**src/rtl/rf_pkg.sv**
```systemverilog
// rf_pkg: shared constants and FSM state type for the rf_pulse_tx transmitter.
package rf_pkg;
    localparam int              PACKET_SIZE  = 24;
    localparam int              PREAMBLE_LEN = 8;
    localparam logic [7:0]      PREAMBLE     = 8'hFF;
    localparam int              N            = PREAMBLE_LEN + PACKET_SIZE;
    localparam int              CNT_W        = 20;
    localparam logic [15:0]     LFSR_SEED    = 16'hACE1;
    typedef enum logic [1:0] {IDLE, SEND, DONE} state_e;
endpackage

```
**src/rtl/rf_pulse_tx_if.sv**
```systemverilog
// rf_pulse_tx_if: frame request/status bundle between register logic and rf_pulse_tx.
interface rf_pulse_tx_if #(
    parameter int PACKET_SIZE = rf_pkg::PACKET_SIZE,
    parameter int CNT_W       = rf_pkg::CNT_W
);
    logic                   i_start;
    logic [PACKET_SIZE-1:0] i_data;
    logic [CNT_W-1:0]       i_period;
    logic [CNT_W-1:0]       i_high;
    logic                   o_ready;
    logic                   o_busy;
    logic                   o_rfout;
    logic                   o_done;
    logic [5:0]             o_bit_idx;
    modport master (output i_start, i_data, i_period, i_high,
                    input  o_ready, o_busy, o_rfout, o_done, o_bit_idx);
    modport slave  (input  i_start, i_data, i_period, i_high,
                    output o_ready, o_busy, o_rfout, o_done, o_bit_idx);
endinterface

```
**src/rtl/rf_bit_timer.sv**
```systemverilog
// rf_bit_timer: bit-period counter, pulse window and bit-end strobe.
// Define RF_JITTER_EN to dither the pulse position per bit from a 16-bit LFSR.
module rf_bit_timer import rf_pkg::*; #(
    parameter int CNT_W = rf_pkg::CNT_W
) (
    input  logic             clk,
    input  logic             rst_n,
    input  logic             load_i,
    input  logic             run_i,
    input  logic [CNT_W-1:0] period_i,
    input  logic [CNT_W-1:0] high_i,
    output logic             bit_end_o,
    output logic             win_o
);
    logic [CNT_W-1:0] cnt_q, cnt_d, pe_q, pe_d, pos_q, pos_d, he_q, he_d, hmin, pj_d;
    // Window is evaluated on next-cycle values so the registered output lines up with cnt.
    always_comb begin
        hmin      = high_i == '0 ? CNT_W'(1) : high_i;
        pe_d      = load_i ? (period_i < CNT_W'(2) ? CNT_W'(2) : period_i) : pe_q;
        pos_d     = load_i ? pe_d >> 1 : pos_q;
        he_d      = load_i ? (hmin > pe_d - pos_d ? pe_d - pos_d : hmin) : he_q;
        bit_end_o = run_i && cnt_q == pe_q - CNT_W'(1);
        cnt_d     = (load_i || !run_i || bit_end_o) ? '0 : cnt_q + CNT_W'(1);
        win_o     = cnt_d >= pj_d && cnt_d - pj_d < he_d;
    end
`ifdef RF_JITTER_EN
    logic [15:0]    lfsr_q, lfsr_d;
    logic [CNT_W:0] sum;
    logic [CNT_W-1:0] lim;
    always_comb begin
        lfsr_d = bit_end_o ? {lfsr_q[14:0], lfsr_q[15] ^ lfsr_q[13] ^ lfsr_q[12] ^ lfsr_q[10]} : lfsr_q;
        sum    = {1'b0, pos_d} + (CNT_W+1)'(lfsr_d[2:0]);
        lim    = pe_d - he_d;
        pj_d   = sum < (CNT_W+1)'(4) ? '0 : CNT_W'(sum - (CNT_W+1)'(4));
        pj_d   = pj_d > lim ? lim : pj_d;
    end
    always_ff @(posedge clk or negedge rst_n)
        if (!rst_n) lfsr_q <= LFSR_SEED;
        else        lfsr_q <= lfsr_d;
`else
    always_comb pj_d = pos_d;
`endif
    always_ff @(posedge clk or negedge rst_n) begin
        if (!rst_n) begin
            cnt_q <= '0;
            pe_q  <= '0;
            pos_q <= '0;
            he_q  <= '0;
        end else begin
            cnt_q <= cnt_d;
            pe_q  <= pe_d;
            pos_q <= pos_d;
            he_q  <= he_d;
        end
    end
endmodule

```
**src/rtl/rf_pulse_tx.sv**
```systemverilog
// rf_pulse_tx: serialises {PREAMBLE, payload} MSB first as one mid-period pulse per 1 bit.
// Optional RF_JITTER_EN macro enables per-bit pulse-position jitter in rf_bit_timer.
module rf_pulse_tx import rf_pkg::*; #(
    parameter int                      PACKET_SIZE  = rf_pkg::PACKET_SIZE,
    parameter int                      PREAMBLE_LEN = rf_pkg::PREAMBLE_LEN,
    parameter logic [PREAMBLE_LEN-1:0] PREAMBLE     = rf_pkg::PREAMBLE,
    parameter int                      CNT_W        = rf_pkg::CNT_W
) (
    input  logic         i_PCLK,
    input  logic         i_PRESETn,
    rf_pulse_tx_if.slave bus
);
    localparam int NB = PREAMBLE_LEN + PACKET_SIZE;
    state_e          state_q, state_d;
    logic [NB-1:0]   sr_q, sr_d;
    logic [5:0]      idx_q, idx_d;
    logic            rf_q, rf_d, accept, bit_end, win;
    rf_bit_timer #(.CNT_W(CNT_W)) u_timer (
        .clk      (i_PCLK),
        .rst_n    (i_PRESETn),
        .load_i   (accept),
        .run_i    (state_q == SEND),
        .period_i (bus.i_period),
        .high_i   (bus.i_high),
        .bit_end_o(bit_end),
        .win_o    (win)
    );
    // DONE accepts a new start too, so back-to-back frames have no gap bit.
    always_comb begin
        accept  = bus.i_start && state_q != SEND;
        state_d = accept ? SEND
                : state_q == SEND ? ((bit_end && idx_q == 6'(NB-1)) ? DONE : SEND)
                : IDLE;
        sr_d    = accept ? {PREAMBLE, bus.i_data} : bit_end ? sr_q << 1 : sr_q;
        idx_d   = accept ? '0 : bit_end ? idx_q + 6'd1 : idx_q;
        rf_d    = state_d == SEND && sr_d[NB-1] && win;
    end
    always_ff @(posedge i_PCLK or negedge i_PRESETn) begin
        if (!i_PRESETn) begin
            state_q <= IDLE;
            sr_q    <= '0;
            idx_q   <= '0;
            rf_q    <= 1'b0;
        end else begin
            state_q <= state_d;
            sr_q    <= sr_d;
            idx_q   <= idx_d;
            rf_q    <= rf_d;
        end
    end
    assign bus.o_ready   = state_q != SEND;
    assign bus.o_busy    = state_q == SEND;
    assign bus.o_done    = state_q == DONE;
    assign bus.o_rfout   = rf_q;
    assign bus.o_bit_idx = idx_q;
endmodule
```
**src/flat_wrapper.sv**
```systemverilog
// flat-port wrapper written by rule: the top's interface ports become plain ports
module rf_pulse_tx_flat import rf_pkg::*;
#(
    parameter int                      PACKET_SIZE  = rf_pkg::PACKET_SIZE,
    parameter int                      PREAMBLE_LEN = rf_pkg::PREAMBLE_LEN,
    parameter logic [PREAMBLE_LEN-1:0] PREAMBLE     = rf_pkg::PREAMBLE,
    parameter int                      CNT_W        = rf_pkg::CNT_W
)
  (i_PCLK, i_PRESETn, bus_i_start, bus_i_data, bus_i_period, bus_i_high, bus_o_ready, bus_o_busy, bus_o_rfout, bus_o_done, bus_o_bit_idx);
  rf_pulse_tx_if #(.PACKET_SIZE(PACKET_SIZE), .CNT_W(CNT_W)) bus_i ();
  input  logic i_PCLK;
  input  logic i_PRESETn;
  input wire logic [$bits(bus_i.i_start)-1:0] bus_i_start;
  input wire logic [$bits(bus_i.i_data)-1:0] bus_i_data;
  input wire logic [$bits(bus_i.i_period)-1:0] bus_i_period;
  input wire logic [$bits(bus_i.i_high)-1:0] bus_i_high;
  output wire logic [$bits(bus_i.o_ready)-1:0] bus_o_ready;
  output wire logic [$bits(bus_i.o_busy)-1:0] bus_o_busy;
  output wire logic [$bits(bus_i.o_rfout)-1:0] bus_o_rfout;
  output wire logic [$bits(bus_i.o_done)-1:0] bus_o_done;
  output wire logic [$bits(bus_i.o_bit_idx)-1:0] bus_o_bit_idx;
  assign bus_i.i_start = bus_i_start;
  assign bus_i.i_data = bus_i_data;
  assign bus_i.i_period = bus_i_period;
  assign bus_i.i_high = bus_i_high;
  assign bus_o_ready = bus_i.o_ready;
  assign bus_o_busy = bus_i.o_busy;
  assign bus_o_rfout = bus_i.o_rfout;
  assign bus_o_done = bus_i.o_done;
  assign bus_o_bit_idx = bus_i.o_bit_idx;
  rf_pulse_tx #(.PACKET_SIZE(PACKET_SIZE), .PREAMBLE_LEN(PREAMBLE_LEN), .PREAMBLE(PREAMBLE), .CNT_W(CNT_W)) u_core (.i_PCLK(i_PCLK), .i_PRESETn(i_PRESETn), .bus(bus_i));
endmodule
```
**config.mk**
```make
export PLATFORM = sky130hd
export DESIGN_NAME = rf_pulse_tx_flat
export DESIGN_NICKNAME = d
export VERILOG_FILES = /design/src/rtl/rf_pkg.sv /design/src/rtl/rf_pulse_tx_if.sv /design/src/rtl/rf_bit_timer.sv /design/src/rtl/rf_pulse_tx.sv /design/src/flat_wrapper.sv
export SDC_FILE = /design/constraint.sdc
export NUM_CORES = 1
export LEC_CHECK = 0
export CORE_AREA = 2 2 140 142
export CTS_BUF_LIST = sky130_fd_sc_hd__clkbuf_2
export CTS_CLUSTER_SIZE = 14
export DETAILED_ROUTE_END_ITERATION = 8
export DIE_AREA = 0 0 142 144
export PLACE_DENSITY = 0.69
export SYNTH_ARGS = -nofsm -noshare
export SYNTH_HDL_FRONTEND = slang
export SYNTH_HIERARCHICAL = 1
export SYNTH_SLANG_ARGS = --single-unit
```
**constraint.sdc**
```tcl
create_clock -name i_PCLK -period 8.2 [get_ports i_PCLK]
set_input_delay 1.23 -clock i_PCLK [delete_from_list [all_inputs] [get_ports i_PCLK]]
set_output_delay 1.23 -clock i_PCLK [all_outputs]
set_load 0.05 [all_outputs]
```
==> results.ini, run 1 <==
[status]
status = completed

[layout]
fillers = 1689
area_growth_pct = 25.3
nets = 1399
postLayoutCellArea_um2 = 11600
drive_gt1_share_pct = 18.4
fin_util_pct = 60.8
stdcell_count = 1503

[grt]
antenna_found_initial = 1
grt_usage_pct = 26.1
grt_pass1_wl_um = 41600
global_route.overflow_total = 0
grt_pass1_vias = 8400
grt_start_max_net_pins = 65

[drt]
first_pass_iters = 5
routed_via_density = 5.71
drt.antenna.violating_nets = 0
num_vias = 8580
drt_first_iter_violations = 478
drcViolationCount = 0
wl_um = 26200
wire_per_inst_um = 17.4

[cts]
cts_sinks = 121
clockRootBuffer = clkbuf_2
htreeDepth = 4
clkSlewWorstSetupHoldPaths_ps = 220
clkLatencyLatePin_ps = 730
numCtsBuffers = 17
clock_path_buffers = 2
cts_tree = done

[setup_path]
critPathBufInv = 7
slowest_stage = clkdlybuf4s50_1
crit_start = bus_i_period[15]
critPathTopFamily = compound AO/OA/AOI/OAI gates
crit_path_frequent_cell = a21o_1
start_kind = primary input
r2r_start = u_core/state_q[1]$_DFF_PN0_
cp-end-kind = register
required_ps = 8810
crit_fanout = 5
arrival_ps = 8470
max_stage_delay_ps = 470
worstSetupPathType = in -> reg

[power_and_ir_drop]
p_int_w = 0.00151
p_comb_share_pct = 57.6
finalPower_w = 0.00266
powerDensity_nw_per_um2 = 230
p_seq_share_pct = 27.3
ir_drop_mv = 0.127
clkPwrFrac_pct = 15.1
switching_share_pct = 43.1
netSwitchingPower_w = 0.00115
leakage_nw = 5.34

[yosys]
netlist_area_um2 = 9260
yosysWarnings = 6
syn_avg_cell_area_um2 = 8.72
synthTopCellsByCount = 121 x dfrtp_1, 86 x nor2_1, 81 x ha_1
ys_seq_area_share_pct = 32.7
synthCells = 1061
ys_types = 75
synth_seq_cells = 121
yosysMostFrequentCell = dfrtp_1
synth_top_area_share_pct = 32.7
yosys.area.top_type = dfrtp_1
synth.area.top_cells = dfrtp_1 33%, ha_1 11%, mux2i_1 4.5%, a21o_1 4.1%, xnor2_1 4.0%
synth_edf_count = 0
syn-num-nets = 1209
yosys_most_used_dff = dfrtp_1
async_flop_share_pct = 100

[sta]
min_period_ps = 7850
setup_viol = 0
worst_pin_slew_ps = 874
max_freq_ghz = 0.127
finalHoldViolations = 0
drv_slew = 0
slew_headroom_pct = 41.8
min_period_over_period_pct = 95.8
finalClockSkew_ps = 45.3

[floorplanning]
fp-row-count = 51
start_util_pct = 48.5
io_pins = 77
core-area_um2 = 19100
design.die.area_um2 = 20400
fp.dieH_um = 144
die_width_um = 142

[place]
placed_area_um2 = 11200
dp_hpwl_um = 20400
portBuffers = 76
post-place-cells = 1462
gp_congestion = 0.884

[run]
cap_violations = 0

[worst_hold_path]
hold_path_class = in -> async

## sequential cells by signal, summed over array words and instances, names as in the netlist
name,count
u_core/u_timer/pos_q,20
u_core/state_q,2
u_core/u_timer/he_q,20
u_core/u_timer/pe_q,20
u_core/bus.o_bit_idx,6
u_core/sr_q,32
u_core/u_timer/cnt_q,20
u_core/bus.o_rfout,1
## worst register-to-register path: cells and delay by family (launching register included)
kind,cells,cell delay [ps]
DFF,1,450
AOI/OAI and AO/OA,19,3280
xor gates and xnor gates,1,300
adders and majority gates,3,910
and+or+nand+nor,8,1310
buffers and inverters,9,1290
## cell usage in the layout (no fill, tap or decap), types with 25 or more instances in the layout
| master | synthesis | layout |
|---|---|---|
| buf_4 | 3 | 151 |
| dfrtp_1 | 121 | 121 |
| nor2_1 | 86 | 85 |
| ha_1 | 81 | 78 |
| nand2_1 | 74 | 74 |
| clkdlybuf4s50_1 | 0 | 72 |
| inv_1 | 70 | 70 |
| a21oi_1 | 55 | 50 |
| a21o_1 | 50 | 50 |
| nand3_1 | 47 | 47 |
| mux2i_1 | 42 | 42 |
| xnor2_1 | 42 | 42 |
| o21ai_0 | 41 | 39 |
| xor2_1 | 36 | 36 |
| o21ai_1 | 24 | 26 |
| nand4_1 | 25 | 25 |
## cell families (layout without fill, tap and decap cells)
group	count (synthesis)	after routing	share of synthesized area [%]
multiplexers	49	49	5.39
flip-flops	121	121	32.7
adder cells (fa/ha/maj)	81	81	11.0
XOR/XNOR	78	78	7.38
AO/OA/AOI/OAI	266	266	19.1
AND/OR/NAND/NOR	338	338	18.7
buffers and inverters	128	331	5.73
other	0	1	0
## path summary, 6_finish.rpt
kind / endpoint / slack [ps] / cells past startpoint
max in group asynchronous: u_core/u_timer/cnt_q[11]$_DFF_PN0_ / 6320 / 2
min in group i_PCLK: u_core/sr_q[30]$_DFFE_PN0P_ / 530 / 2
worst max-delay path: u_core/bus.o_rfout$_DFF_PN0_ / 350 / 40
worst max register to register: u_core/bus.o_rfout$_DFF_PN0_ / 550 / 40
worst min-delay path: u_core/u_timer/pe_q[3]$_DFF_PN0_ / 520 / 1
worst min register to register: u_core/sr_q[30]$_DFFE_PN0P_ / 530 / 2
## through the flow
stage	TNS [ps]	worst slack (ps)	hold WS, ps
global route	-24.3	-24.3	498
detailed placement	-817	-817	486
finish	0	345	517
global placement	-712	-712	480
CTS	0	13.7	502
floorplan	0	46.0	445
## timing repair
action,4_1_cts,5_1_grt
setup buffers,1,6
hold buffers,0,0
endpoints found under the setup margin,1,1
pin swaps,2,22
hold endpoints to repair,0,0
resized for setup,1,30
cloned,0,1
## power groups by stage
stage               logic [W]  clock network [W]  registers, W
global placement      0.00140                  0      0.000735
global route          0.00168           0.000438      0.000737
CTS                   0.00145           0.000414      0.000726
finish                0.00153           0.000401      0.000728
detailed placement    0.00143                  0      0.000738
floorplan            0.000911                  0      0.000731
## final cells by class
cell class | instances | area, um^2 | share of cell area (%)
tap | 238 | 298 | 2.57
clock inverter | 15 | 156 | 1.35
antenna | 1 | 2.50 | 0.0216
clock buffer | 17 | 85.1 | 0.733
inverter | 72 | 274 | 2.36
timing repair buffer | 227 | 1910 | 16.5
sequential | 121 | 3030 | 26.1
multi-input combinational | 812 | 5840 | 50.4
## routing by layer
layer / track usage, % / share of wire, % / wire length, um
met5: 0 / 0 / 0
met4: 11.9 / 3.9 / 1010
met3: 4.34 / 4.3 / 1130
met2: 43.6 / 48 / 12500
met1: 33.2 / 44 / 11500
Note: power is estimated with default switching activity, not from simulation.
==> run 2: changes to the inputs <==
--- a/config.mk
+++ b/config.mk
@@ -5,12 +5,13 @@
 export SDC_FILE = /design/constraint.sdc
 export NUM_CORES = 1
 export LEC_CHECK = 0
-export CORE_AREA = 2 2 140 142
+export CORE_AREA = 2 2 156 158
 export CTS_BUF_LIST = sky130_fd_sc_hd__clkbuf_2
-export CTS_CLUSTER_SIZE = 14
+export CTS_CLUSTER_SIZE = 25
 export DETAILED_ROUTE_END_ITERATION = 8
-export DIE_AREA = 0 0 142 144
-export PLACE_DENSITY = 0.69
+export DIE_AREA = 0 0 158 160
+export PLACE_DENSITY = 0.57
+export SLEW_MARGIN = 25
 export SYNTH_ARGS = -nofsm -noshare
 export SYNTH_HDL_FRONTEND = slang
 export SYNTH_HIERARCHICAL = 1
==> run 2 against run 1 <==
  * Register-to-register slack gained 60 ps
  * Sequential power is essentially flat
  * Sequential cell count is the same
  * Wire length grew 2.6%
  * Global-route usage shrank 4.3 points
  * Design area grew 1.7%
  * Cell count grew 6.7%
  * Die area grew 24%
  * Clock skew grew 0.52 ps
  * Combinational power is essentially flat
  * Fmax grew 1.0%
  * Critical path type unchanged
  * Critical endpoint unchanged
==> results.ini, run 2 (synthesis results as in run 1) <==
[run]
cap_violations = 0  ; unchanged

[cts]
cts_tree = done
htreeDepth = 4  ; unchanged
clock_path_buffers = 2  ; unchanged
cts_sinks = 121  ; unchanged
clkSlewWorstSetupHoldPaths_ps = 250  ; +30 ps
clockRootBuffer = clkbuf_2
numCtsBuffers = 17  ; unchanged
cts_hold_buf = 0  ; unchanged
clkLatencyLatePin_ps = 750  ; +20 ps

[setup_path]
required_ps = 8880  ; +70 ps
arrival_ps = 8450  ; -20 ps
worstSetupPathType = in -> reg
crit_path_frequent_cell = a21o_1
critPathBufInv = 5  ; -2
slowest_stage = clkdlybuf4s50_1
cp-end-kind = register
max_stage_delay_ps = 480  ; about the same
crit_fanout = 6  ; +1
critPathTopFamily = compound AO/OA/AOI/OAI gates
start_kind = primary input

[place]
portBuffers = 76  ; unchanged
placed_area_um2 = 11400  ; +2.1%
gp_congestion = 0.898  ; +1.5%
dp_hpwl_um = 21300  ; +4.3%

[floorplanning]
start_util_pct = 38.9  ; -9.7 points
fp-row-count = 57  ; +12%
design.die.area_um2 = 25300  ; +24%
die_width_um = 158  ; +11%
io_pins = 77  ; unchanged
core-area_um2 = 23800  ; +25%
fp.dieH_um = 160  ; +11%

[sta]
tns_ps = 0  ; unchanged
finalHoldViolations = 0  ; unchanged
drv_slew = 0  ; unchanged
slew_headroom_pct = 53.2  ; +11 points
min_period_ps = 7780  ; -79.6 ps
worst_pin_slew_ps = 702  ; -172 ps
min_period_over_period_pct = 94.8  ; -0.97 points
setup_viol = 0  ; unchanged
finalClockSkew_ps = 45.8  ; +0.515 ps
max_freq_ghz = 0.129  ; +1.0%

[layout]
largest_reg_flops = 32  ; unchanged
regArea_um2 = 3030  ; unchanged
final_cell_mix = 166 x buf_4, 121 x dfrtp_1, 85 x nor2_1
nets = 1414  ; +1.1%
fillers = 2335  ; +38%
area_growth_pct = 27.4
drive_gt1_share_pct = 19.0  ; +0.64 points
multi_input_area_um2 = 5810  ; -0.64%
postLayoutCellArea_um2 = 11800  ; +1.7%
final_common_cell = buf_4
top_register = u_core/sr_q

[power_and_ir_drop]
powerDensity_nw_per_um2 = 228  ; -0.88%
ir_drop_mv = 0.132  ; +3.5%
leakage_nw = 5.42  ; +1.5%

[drt]
first_pass_iters = 5  ; unchanged
num_vias = 8377  ; -2.4%
drcViolationCount = 0  ; unchanged
wl_um = 26900  ; +2.6%
routed_via_density = 5.22  ; -8.5%
wire_per_inst_um = 16.8  ; -3.8%
drt.antenna.violating_nets = 0  ; unchanged
drt_first_iter_violations = 502  ; +5.0%

[grt]
global_route.overflow_total = 0  ; unchanged
antenna_found_initial = 1  ; unchanged
grt_pass1_vias = 8338  ; -0.74%
grt_pass1_wl_um = 42900  ; +3.2%
grt_start_max_net_pins = 74  ; +14%
grt_usage_pct = 21.8  ; -4.3 points

[worst_hold_path]
hold_path_class = in -> async

[status]
status = completed

[run 2: changes by cell type in the layout (fill, tap and decap cells not counted), moves of 2 or more]
cell | before | now
inv_8 | 1 | 3
ha_1 | 78 | 80
o21ai_1 | 26 | 24
o21ai_0 | 39 | 41
clkinv_4 | 2 | 0
buf_4 | 151 | 166
ha_4 | 2 | 0
[run 2: final timing paths]
path / cells past startpoint / from / endpoint / slack [ps]
min: 1 / i_PRESETn / u_core/sr_q[10]$_DFFE_PN0P_ / 470
max reg2reg: 32 / u_core/u_timer/pe_q[0]$_DFF_PN0_ / u_core/bus.o_rfout$_DFF_PN0_ / 610
min in group i_PCLK: 2 / u_core/u_timer/he_q[17]$_DFF_PN0_ / u_core/u_timer/he_q[17]$_DFF_PN0_ / 510
max in group asynchronous: 2 / i_PRESETn / u_core/u_timer/pe_q[19]$_DFF_PN0_ / 6600
min reg2reg: 2 / u_core/u_timer/he_q[17]$_DFF_PN0_ / u_core/u_timer/he_q[17]$_DFF_PN0_ / 510
max: 39 / bus_i_period[16] / u_core/bus.o_rfout$_DFF_PN0_ / 420
[run 2: metrics by stage]
step / std cells / utilization (%) / setup slack, ps / hold WS (ps) / total power, W
after floorplan: 1061 / - / 46.0 / 445 / 0.00164
after global placement: 1566 / 47.8 / -768 / 462 / 0.00219
after detailed placement: 1566 / 47.8 / -936 / 466 / 0.00221
after CTS: 1598 / 48.9 / 41.6 / 436 / 0.00266
after global routing: 1604 / 49.5 / -70.3 / 461 / 0.00290
final: 1604 / 49.5 / 425 / 466 / 0.00268
[run 2: repair_timing]
action / CTS / global route
setup buffers: 0 / 5
setup endpoints to repair: 1 / 1
pin swaps: 0 / 19
gates resized for setup: 1 / 22
[run 2: power by group]
group          internal (W)  leakage (nW)  switching (W)
clock              0.000153         0.153       0.000286
combinational      0.000729          3.83       0.000787
sequential         0.000666          1.44      0.0000619
total               0.00155          5.42        0.00113
[run 2: final cells by class]
type	instances	share of cell area, %
sequential	121	25.7
timing repair buffer	242	17.1
clock inverter	15	1.49
clock buffer	17	0.721
multi-input combinational	812	49.2
antenna	1	0.0212
inverter	72	2.32
tap	324	3.44
[run 2: metal layers]
metal,part of all wire (%),up-vias,GRT usage (%)
li1,-,4212,-
met1,46,3964,29.5
met2,48,171,36.4
met3,3.5,30,2.74
met4,2.1,0,6.31
met5,0,-,0
==> run 3: changes to the inputs <==
--- a/config.mk
+++ b/config.mk
@@ -10,6 +10,7 @@
 export CTS_CLUSTER_SIZE = 25
 export DETAILED_ROUTE_END_ITERATION = 8
 export DIE_AREA = 0 0 158 160
+export GPL_ROUTABILITY_DRIVEN = 0
 export PLACE_DENSITY = 0.57
 export SLEW_MARGIN = 25
 export SYNTH_ARGS = -nofsm -noshare
==> constraint.sdc (replaced) <==
create_clock -name i_PCLK -period 8.2 [get_ports i_PCLK]
set_input_delay 1.23 -clock i_PCLK [delete_from_list [all_inputs] [get_ports i_PCLK]]
set_output_delay 1.23 -clock i_PCLK [all_outputs]
set_load 0.005 [all_outputs]
==> results of run 3 <==
Same layout as run 2 (identical final DEF). Status: completed.
Among the figures that moved: total power 0.00268 W -> 0.00267 W
